[src/rtl/mem_port_arbiter_pkg.sv]
// Shared constants and types for the memory port arbiter: data width,
// default line geometry, starvation limits and FSM state encodings.
package mem_port_arbiter_pkg;

  localparam int XLEN           = 32;
  localparam int LINE_WORDS_DEF = 4;
  localparam int MAX_WAIT_DEF   = 4;
  localparam int WAIT_W_DEF     = 3;
  localparam int IDX_W_DEF      = $clog2(LINE_WORDS_DEF);

  typedef enum logic [1:0] {
    ARB_IDLE    = 2'd0,
    ARB_IREFILL = 2'd1,
    ARB_DACCESS = 2'd2
  } arb_state_e;

  // Byte-offset width of one icache line (word index bits + 2 byte bits).
  function automatic int line_off_w(input int line_words);
    return $clog2(line_words) + 2;
  endfunction

endpackage

[src/rtl/mem_port_arbiter_if.sv]
// Bundle of icache refill, data access and external memory port signals.
// The arbiter connects through the master modport; the environment uses slave.
interface mem_port_arbiter_if #(
  parameter int XLEN   = mem_port_arbiter_pkg::XLEN,
  parameter int IDX_W  = mem_port_arbiter_pkg::IDX_W_DEF,
  parameter int WAIT_W = mem_port_arbiter_pkg::WAIT_W_DEF
);
  logic              ic_req;
  logic [XLEN-1:0]   ic_addr;
  logic              ic_beat_valid;
  logic [IDX_W-1:0]  ic_beat_idx;
  logic [XLEN-1:0]   ic_rdata;
  logic              ic_done;

  logic              d_req;
  logic              d_we;
  logic [XLEN-1:0]   d_addr;
  logic [XLEN-1:0]   d_wdata;
  logic [3:0]        d_wstrb;
  logic [XLEN-1:0]   d_rdata;
  logic              d_done;

  logic              mem_valid;
  logic              mem_we;
  logic [XLEN-1:0]   mem_addr;
  logic [XLEN-1:0]   mem_wdata;
  logic [3:0]        mem_wstrb;
  logic              mem_ready;
  logic [XLEN-1:0]   mem_rdata;

  logic [WAIT_W-1:0] ic_wait_cnt;

  modport master (
    input  ic_req, ic_addr, d_req, d_we, d_addr, d_wdata, d_wstrb, mem_ready, mem_rdata,
    output ic_beat_valid, ic_beat_idx, ic_rdata, ic_done, d_rdata, d_done,
           mem_valid, mem_we, mem_addr, mem_wdata, mem_wstrb, ic_wait_cnt
  );

  modport slave (
    output ic_req, ic_addr, d_req, d_we, d_addr, d_wdata, d_wstrb, mem_ready, mem_rdata,
    input  ic_beat_valid, ic_beat_idx, ic_rdata, ic_done, d_rdata, d_done,
           mem_valid, mem_we, mem_addr, mem_wdata, mem_wstrb, ic_wait_cnt
  );
endinterface

[src/rtl/mem_port_arbiter_burst_counter.sv]
// Beat tracker for icache line refills: word index, last-beat flag and
// the address of the following beat.
module arb_burst_counter #(
  parameter int XLEN       = 32,
  parameter int LINE_WORDS = 4,
  localparam int IDX_W     = $clog2(LINE_WORDS)
) (
  input  logic             clk,
  input  logic             reset_n,
  input  logic             clr,
  input  logic             adv,
  input  logic [XLEN-1:0]  cur_addr,
  output logic [IDX_W-1:0] idx,
  output logic             last,
  output logic [XLEN-1:0]  next_addr
);
  logic [IDX_W-1:0] idx_q, idx_d;

  always_comb begin
    idx_d = idx_q;
    if (clr)      idx_d = '0;
    else if (adv) idx_d = idx_q + IDX_W'(1);
  end

  always_ff @(posedge clk or negedge reset_n) begin
    if (!reset_n) idx_q <= '0;
    else          idx_q <= idx_d;
  end

  assign idx       = idx_q;
  assign last      = (idx_q == IDX_W'(LINE_WORDS - 1));
  assign next_addr = cur_addr + XLEN'(4);
endmodule

[src/rtl/mem_port_arbiter.sv]
// Shares one memory port between icache line refills (bursts) and data
// loads/stores (single beats); data has priority, bounded by a starvation count.
module mem_port_arbiter
  import mem_port_arbiter_pkg::*;
#(
  parameter int LINE_WORDS = LINE_WORDS_DEF,
  parameter int MAX_WAIT   = MAX_WAIT_DEF,
  parameter int WAIT_W     = WAIT_W_DEF
) (
  input logic          clk,
  input logic          reset_n,
  mem_port_arbiter_if.master bus
);
  localparam int IDX_W = $clog2(LINE_WORDS);
  localparam int OFF_W = line_off_w(LINE_WORDS);

  arb_state_e        state_q, state_d;
  logic              mem_valid_q, mem_valid_d;
  logic              mem_we_q, mem_we_d;
  logic [XLEN-1:0]   mem_addr_q, mem_addr_d;
  logic [XLEN-1:0]   mem_wdata_q, mem_wdata_d;
  logic [3:0]        mem_wstrb_q, mem_wstrb_d;
  logic              ic_beat_valid_q, ic_beat_valid_d;
  logic [IDX_W-1:0]  ic_beat_idx_q, ic_beat_idx_d;
  logic [XLEN-1:0]   ic_rdata_q, ic_rdata_d;
  logic              ic_done_q, ic_done_d;
  logic              d_done_q, d_done_d;
  logic [XLEN-1:0]   d_rdata_q, d_rdata_d;
  logic [WAIT_W-1:0] wait_q, wait_d;

  logic              burst_clr, burst_adv, burst_last;
  logic [IDX_W-1:0]  burst_idx;
  logic [XLEN-1:0]   burst_next_addr;
  logic              starved;
  logic              unused_addr_bits;

  assign unused_addr_bits = ^{bus.ic_addr[OFF_W-1:0], bus.d_addr[1:0]};
  assign starved          = bus.ic_req && (wait_q == WAIT_W'(MAX_WAIT));

  arb_burst_counter #(.XLEN(XLEN), .LINE_WORDS(LINE_WORDS)) u_burst (
    .clk      (clk),
    .reset_n  (reset_n),
    .clr      (burst_clr),
    .adv      (burst_adv),
    .cur_addr (mem_addr_q),
    .idx      (burst_idx),
    .last     (burst_last),
    .next_addr(burst_next_addr)
  );

  always_comb begin
    state_d         = state_q;
    mem_valid_d     = mem_valid_q;
    mem_we_d        = mem_we_q;
    mem_addr_d      = mem_addr_q;
    mem_wdata_d     = mem_wdata_q;
    mem_wstrb_d     = mem_wstrb_q;
    ic_beat_valid_d = 1'b0;
    ic_beat_idx_d   = ic_beat_idx_q;
    ic_rdata_d      = ic_rdata_q;
    ic_done_d       = 1'b0;
    d_done_d        = 1'b0;
    d_rdata_d       = d_rdata_q;
    wait_d          = wait_q;
    burst_clr       = 1'b0;
    burst_adv       = 1'b0;

    unique case (state_q)
      ARB_IDLE: begin
        if (starved || (bus.ic_req && !bus.d_req)) begin
          state_d     = ARB_IREFILL;
          mem_valid_d = 1'b1;
          mem_we_d    = 1'b0;
          mem_addr_d  = {bus.ic_addr[XLEN-1:OFF_W], OFF_W'(0)};
          mem_wdata_d = '0;
          mem_wstrb_d = 4'h0;
          wait_d      = '0;
          burst_clr   = 1'b1;
        end else if (bus.d_req) begin
          state_d     = ARB_DACCESS;
          mem_valid_d = 1'b1;
          mem_we_d    = bus.d_we;
          mem_addr_d  = {bus.d_addr[XLEN-1:2], 2'b00};
          mem_wdata_d = bus.d_wdata;
          mem_wstrb_d = bus.d_we ? bus.d_wstrb : 4'h0;
          // Count only grants that actually pass over a waiting refill.
          if (bus.ic_req && (wait_q != WAIT_W'(MAX_WAIT)))
            wait_d = wait_q + WAIT_W'(1);
        end
      end

      ARB_DACCESS: begin
        if (bus.mem_ready) begin
          d_done_d    = 1'b1;
          d_rdata_d   = mem_we_q ? '0 : bus.mem_rdata;
          mem_valid_d = 1'b0;
          mem_we_d    = 1'b0;
          mem_wstrb_d = 4'h0;
          state_d     = ARB_IDLE;
        end
      end

      ARB_IREFILL: begin
        if (bus.mem_ready) begin
          ic_beat_valid_d = 1'b1;
          ic_beat_idx_d   = burst_idx;
          ic_rdata_d      = bus.mem_rdata;
          burst_adv       = 1'b1;
          if (burst_last) begin
            ic_done_d   = 1'b1;
            mem_valid_d = 1'b0;
            state_d     = ARB_IDLE;
          end else begin
            mem_addr_d  = burst_next_addr;
          end
        end
      end

      default: state_d = ARB_IDLE;
    endcase
  end

  always_ff @(posedge clk or negedge reset_n) begin
    if (!reset_n) begin
      state_q         <= ARB_IDLE;
      mem_valid_q     <= 1'b0;
      mem_we_q        <= 1'b0;
      mem_addr_q      <= '0;
      mem_wdata_q     <= '0;
      mem_wstrb_q     <= 4'h0;
      ic_beat_valid_q <= 1'b0;
      ic_beat_idx_q   <= '0;
      ic_rdata_q      <= '0;
      ic_done_q       <= 1'b0;
      d_done_q        <= 1'b0;
      d_rdata_q       <= '0;
      wait_q          <= '0;
    end else begin
      state_q         <= state_d;
      mem_valid_q     <= mem_valid_d;
      mem_we_q        <= mem_we_d;
      mem_addr_q      <= mem_addr_d;
      mem_wdata_q     <= mem_wdata_d;
      mem_wstrb_q     <= mem_wstrb_d;
      ic_beat_valid_q <= ic_beat_valid_d;
      ic_beat_idx_q   <= ic_beat_idx_d;
      ic_rdata_q      <= ic_rdata_d;
      ic_done_q       <= ic_done_d;
      d_done_q        <= d_done_d;
      d_rdata_q       <= d_rdata_d;
      wait_q          <= wait_d;
    end
  end

  assign bus.mem_valid     = mem_valid_q;
  assign bus.mem_we        = mem_we_q;
  assign bus.mem_addr      = mem_addr_q;
  assign bus.mem_wdata     = mem_wdata_q;
  assign bus.mem_wstrb     = mem_wstrb_q;
  assign bus.ic_beat_valid = ic_beat_valid_q;
  assign bus.ic_beat_idx   = ic_beat_idx_q;
  assign bus.ic_rdata      = ic_rdata_q;
  assign bus.ic_done       = ic_done_q;
  assign bus.d_done        = d_done_q;
  assign bus.d_rdata       = d_rdata_q;
  assign bus.ic_wait_cnt   = wait_q;
endmodule

[src/flat_wrapper.sv]
// flat-port wrapper written by rule: the top's interface ports become plain ports
module mem_port_arbiter_flat import mem_port_arbiter_pkg::*;
#(
  parameter int LINE_WORDS = LINE_WORDS_DEF,
  parameter int MAX_WAIT   = MAX_WAIT_DEF,
  parameter int WAIT_W     = WAIT_W_DEF
)
  (clk, reset_n, bus_ic_req, bus_ic_addr, bus_d_req, bus_d_we, bus_d_addr, bus_d_wdata, bus_d_wstrb, bus_mem_ready, bus_mem_rdata, bus_ic_beat_valid, bus_ic_beat_idx, bus_ic_rdata, bus_ic_done, bus_d_rdata, bus_d_done, bus_mem_valid, bus_mem_we, bus_mem_addr, bus_mem_wdata, bus_mem_wstrb, bus_ic_wait_cnt);
  mem_port_arbiter_if #(.WAIT_W(WAIT_W)) bus_i ();
  input logic clk;
  input logic reset_n;
  input wire logic [$bits(bus_i.ic_req)-1:0] bus_ic_req;
  input wire logic [$bits(bus_i.ic_addr)-1:0] bus_ic_addr;
  input wire logic [$bits(bus_i.d_req)-1:0] bus_d_req;
  input wire logic [$bits(bus_i.d_we)-1:0] bus_d_we;
  input wire logic [$bits(bus_i.d_addr)-1:0] bus_d_addr;
  input wire logic [$bits(bus_i.d_wdata)-1:0] bus_d_wdata;
  input wire logic [$bits(bus_i.d_wstrb)-1:0] bus_d_wstrb;
  input wire logic [$bits(bus_i.mem_ready)-1:0] bus_mem_ready;
  input wire logic [$bits(bus_i.mem_rdata)-1:0] bus_mem_rdata;
  output wire logic [$bits(bus_i.ic_beat_valid)-1:0] bus_ic_beat_valid;
  output wire logic [$bits(bus_i.ic_beat_idx)-1:0] bus_ic_beat_idx;
  output wire logic [$bits(bus_i.ic_rdata)-1:0] bus_ic_rdata;
  output wire logic [$bits(bus_i.ic_done)-1:0] bus_ic_done;
  output wire logic [$bits(bus_i.d_rdata)-1:0] bus_d_rdata;
  output wire logic [$bits(bus_i.d_done)-1:0] bus_d_done;
  output wire logic [$bits(bus_i.mem_valid)-1:0] bus_mem_valid;
  output wire logic [$bits(bus_i.mem_we)-1:0] bus_mem_we;
  output wire logic [$bits(bus_i.mem_addr)-1:0] bus_mem_addr;
  output wire logic [$bits(bus_i.mem_wdata)-1:0] bus_mem_wdata;
  output wire logic [$bits(bus_i.mem_wstrb)-1:0] bus_mem_wstrb;
  output wire logic [$bits(bus_i.ic_wait_cnt)-1:0] bus_ic_wait_cnt;
  assign bus_i.ic_req = bus_ic_req;
  assign bus_i.ic_addr = bus_ic_addr;
  assign bus_i.d_req = bus_d_req;
  assign bus_i.d_we = bus_d_we;
  assign bus_i.d_addr = bus_d_addr;
  assign bus_i.d_wdata = bus_d_wdata;
  assign bus_i.d_wstrb = bus_d_wstrb;
  assign bus_i.mem_ready = bus_mem_ready;
  assign bus_i.mem_rdata = bus_mem_rdata;
  assign bus_ic_beat_valid = bus_i.ic_beat_valid;
  assign bus_ic_beat_idx = bus_i.ic_beat_idx;
  assign bus_ic_rdata = bus_i.ic_rdata;
  assign bus_ic_done = bus_i.ic_done;
  assign bus_d_rdata = bus_i.d_rdata;
  assign bus_d_done = bus_i.d_done;
  assign bus_mem_valid = bus_i.mem_valid;
  assign bus_mem_we = bus_i.mem_we;
  assign bus_mem_addr = bus_i.mem_addr;
  assign bus_mem_wdata = bus_i.mem_wdata;
  assign bus_mem_wstrb = bus_i.mem_wstrb;
  assign bus_ic_wait_cnt = bus_i.ic_wait_cnt;
  mem_port_arbiter #(.LINE_WORDS(LINE_WORDS), .MAX_WAIT(MAX_WAIT), .WAIT_W(WAIT_W)) u_core (.clk(clk), .reset_n(reset_n), .bus(bus_i));
endmodule
[config.mk]
export PLATFORM = sky130hd
export DESIGN_NAME = mem_port_arbiter_flat
export DESIGN_NICKNAME = d
export VERILOG_FILES = /design/src/rtl/mem_port_arbiter_pkg.sv /design/src/rtl/mem_port_arbiter_if.sv /design/src/rtl/mem_port_arbiter_burst_counter.sv /design/src/rtl/mem_port_arbiter.sv /design/src/flat_wrapper.sv
export SDC_FILE = /design/constraint.sdc
export NUM_CORES = 1
export LEC_CHECK = 0
export BUFFER_PORTS_ARGS = -buffer_cell sky130_fd_sc_hd__buf_4
export CAP_MARGIN = 20
export CORE_MARGIN = 2
export CORE_UTILIZATION = 30
export DETAILED_ROUTE_END_ITERATION = 10
export PLACE_DENSITY = 0.63
export SYNTH_ARGS = -nofsm -noshare
export SYNTH_HDL_FRONTEND = slang
export SYNTH_SLANG_ARGS = --single-unit
[constraint.sdc]
create_clock -name clk -period 1.9 [get_ports clk]
set_input_delay 0.38 -clock clk [delete_from_list [all_inputs] [get_ports clk]]
set_output_delay 0.38 -clock clk [all_outputs]
set_load 0.05 [all_outputs]
==> flow_summary.ini <==
[run_status]
status = completed

[hold_path]
hold_path_depth = 2
min_path_type = in -> reg
hp-start = bus_d_wstrb[2]
min_to = u_core.bus.mem_wstrb[2]$_DFFE_PN0P_

[layout]
layout_common_cells = 314 x buf_4, 137 x nand2_1, 120 x dfrtp_1, 85 x o21ai_0, 55 x mux2_2
drive_above_1_share_pct = 46.6
antenna-diode-count = 0
layout.nets = 1147
fin_cells = 1298
fillers = 2175
final_core_util_pct = 46.3
finalInstanceArea_um2 = 10400
final_common_cell = buf_4
area_delta_synth_final_pct = 52.2

[critical_path]
cp_num_cells = 5
max_stage_delay_ps = 560
timing.rr.start = u_core.bus.mem_addr[13]$_DFFE_PN0P_
rrSetupSlack_ps = 20
r2r_cells = 5
cp_slowest_cell = or4_4
critPathCaptureType = flop
crit_fanout = 6
cp.arrival_ps = 2230
critPathBufInv = 0
timing.rr.end = u_core.bus.mem_addr[31]$_DFFE_PN0P_
startpoint_type = flop
crit_path_frequent_cell = or4_4
cp_cell_sequence = and4_4, nand4_4, or4_4, or4_4, nand3_2
path_delay_family = simple AND/OR/NAND/NOR gates
crit_type = reg -> reg
cp_data_required_time_ps = 2250

[placed_design]
io_buffers = 271
place_ws_ps = -29.8
gp_congestion = 0.807
dp_hpwl_um = 15500
dpl_cell_area_um2 = 9650
dp_cells = 1256

[clocking]
cts_buffer_depth = 2
cts_root_buf = clkbuf_16
cts_buffers = 17
htree_levels = 4
worstSkewPairLatency_ps = 420
cts_tree = yes
cts.sinks = 144
clk_pin_slew_worst_paths_ps = 60

[floorplan]
die_h_um = 155
core-area_um2 = 22500
floorplan.rows = 55
initial_core_util_pct = 30.5
chipWidth_um = 155
ios = 280
dieArea_um2 = 24100

[route]
drc = 0
routedWlPerCell_um = 16.5
vias = 6262
routed_wl_um = 21500
post_drt_via_cell_ratio = 4.82
drt_iter0_drc = 319
postRouteAntennaNets = 0
drt_first_pass_iters = 4

[global_route]
grt_usage_pct = 17.3
antenna_found_initial = 0
grt_overflow = 0
grt_pass1_wl_um = 32700
grt_pass1_vias = 6000
grt_max_degree = 65

[timing]
slew_viol_final = 0
fin_setup_tns_ps = 0
skew_ps = 12.4
setup_slack_ps = 22.0
hold_viol = 0
max_freq_ghz = 0.532
rsz0062_at_grt = yes
period_needed_ps = 1880
fin_crit_sh_pct = 98.8
whs_ps = 171
finalSetupViolCount = 0

[pwr]
p_leak_nw = 4.99
ir_drop_mv = 0.742
power_density_nw_per_um2 = 2080
report.power.total_mw = 21.7

[synth]
async_reset_ff_share_pct = 100
ys_ff_latch = 144
synth_edf_count = 0
ys_types = 52
synth_ff_type = dfrtp_1
netlist.area_leader.share_pct = 52.6
yosys.area.top_type = dfrtp_1
synth.area.top_cells = dfrtp_1 53%, mux2_2 9.4%, nand2_1 7.7%
synth_area_um2 = 6850
synthCells = 696
syn_avg_cell_area_um2 = 9.85
yosys_warnings = 0
ys_seq_area_share_pct = 52.6

[job]
maxCapViolations = 0
-- layout make-up --
cell class	instances	area (µm²)	area share, %
Clock buffer	19	443	4.25
Inverter	12	45.0	0.432
Tap cell	285	357	3.42
Multi-Input combinational cell	499	3200	30.7
Sequential cell	144	3630	34.8
Clock inverter	12	184	1.76
Timing Repair Buffer	327	2570	24.6
-- where the power goes --
| part | internal [mW] | switching [mW] | total [mW] |
|---|---|---|---|
| logic | 4.28 | 8.30 | 12.6 |
| registers | 4.53 | 0.946 | 5.48 |
| clock network | 2.24 | 1.38 | 3.62 |
-- cells in the mapped netlist (3+ instances only) --
cell       number
ha_1            8
and2_2          3
o22ai_1        10
buf_1           5
a22oi_1         5
o31ai_1         3
nand2_1       140
a22o_1          4
buf_2           3
nand4_1        10
nand2b_1       33
a21oi_1        31
a2bb2oi_1       9
dfrtp_1       144
and3_1          3
mux2i_1         8
clkbuf_1       34
mux2_2         57
nor2_1         16
nand3_1        21
o21ai_0        91
nor3_1          6
inv_1          11
and4_1          3
-- routing by layer --
layer	global-route usage, %	part of all wire, %
met1	22.4	43
met2	28.4	49
met3	3.98	6.4
met4	6.35	1.8
met5	0	0
-- logic make-up after synthesis --
| family | Yosys count | share of synthesized area (%) |
|---|---|---|
| AOI/OAI and AO/OA | 169 | 14.4 |
| xor gates and xnor gates | 1 | 0.128 |
| adders and majority gates | 8 | 1.46 |
| buffers and inverters | 56 | 3.23 |
| DFF | 144 | 52.6 |
| muxes | 65 | 10.5 |
| other | 1 | 0.0547 |
| and+or+nand+nor | 252 | 17.7 |
-- what timing repair did --
item / in CTS / in global routing
hold buffers: 1 / 0
setup endpoints to repair: 4 / 19
hold endpoints to repair: 18 / 0
gates cloned: 0 / 3
resized for setup: 1 / 18
buffers inserted: 0 / 7
pin swaps: 0 / 4
-- flip-flops by register name, summed over array words and instances (netlist names) --
register                  flops
u_core.bus.mem_wstrb          4
u_core.bus.mem_wdata         32
u_core.bus.ic_wait_cnt        3
u_core.bus.d_done             1
u_core.bus.ic_beat_idx        2
u_core.bus.ic_beat_valid      1
u_core.bus.d_rdata           32
u_core.state_q                2
u_core.u_burst.idx            2
u_core.bus.ic_rdata          32
u_core.bus.ic_done            1
u_core.bus.mem_addr          30
u_core.bus.mem_we             1
u_core.bus.mem_valid          1
-- how the worst max path moves through the flow --
stage,start,to,slack (ps)
after floorplan,u_core.bus.mem_addr[10]$_DFFE_PN0P_,u_core.bus.mem_addr[31]$_DFFE_PN0P_,-110
after global placement,u_core.bus.ic_wait_cnt[1]$_DFFE_PN0P_,u_core.bus.mem_wstrb[0]$_DFFE_PN0P_,-8
after detailed placement,u_core.bus.ic_wait_cnt[1]$_DFFE_PN0P_,u_core.bus.mem_wstrb[3]$_DFFE_PN0P_,-30
after CTS,u_core.state_q[1]$_DFFE_PN0P_,u_core.bus.mem_addr[10]$_DFFE_PN0P_,4
after global routing,u_core.state_q[1]$_DFFE_PN0P_,u_core.bus.mem_addr[28]$_DFFE_PN0P_,-60
final,u_core.bus.mem_addr[13]$_DFFE_PN0P_,u_core.bus.mem_addr[31]$_DFFE_PN0P_,20
Note: power is estimated with default switching activity, not from simulation.
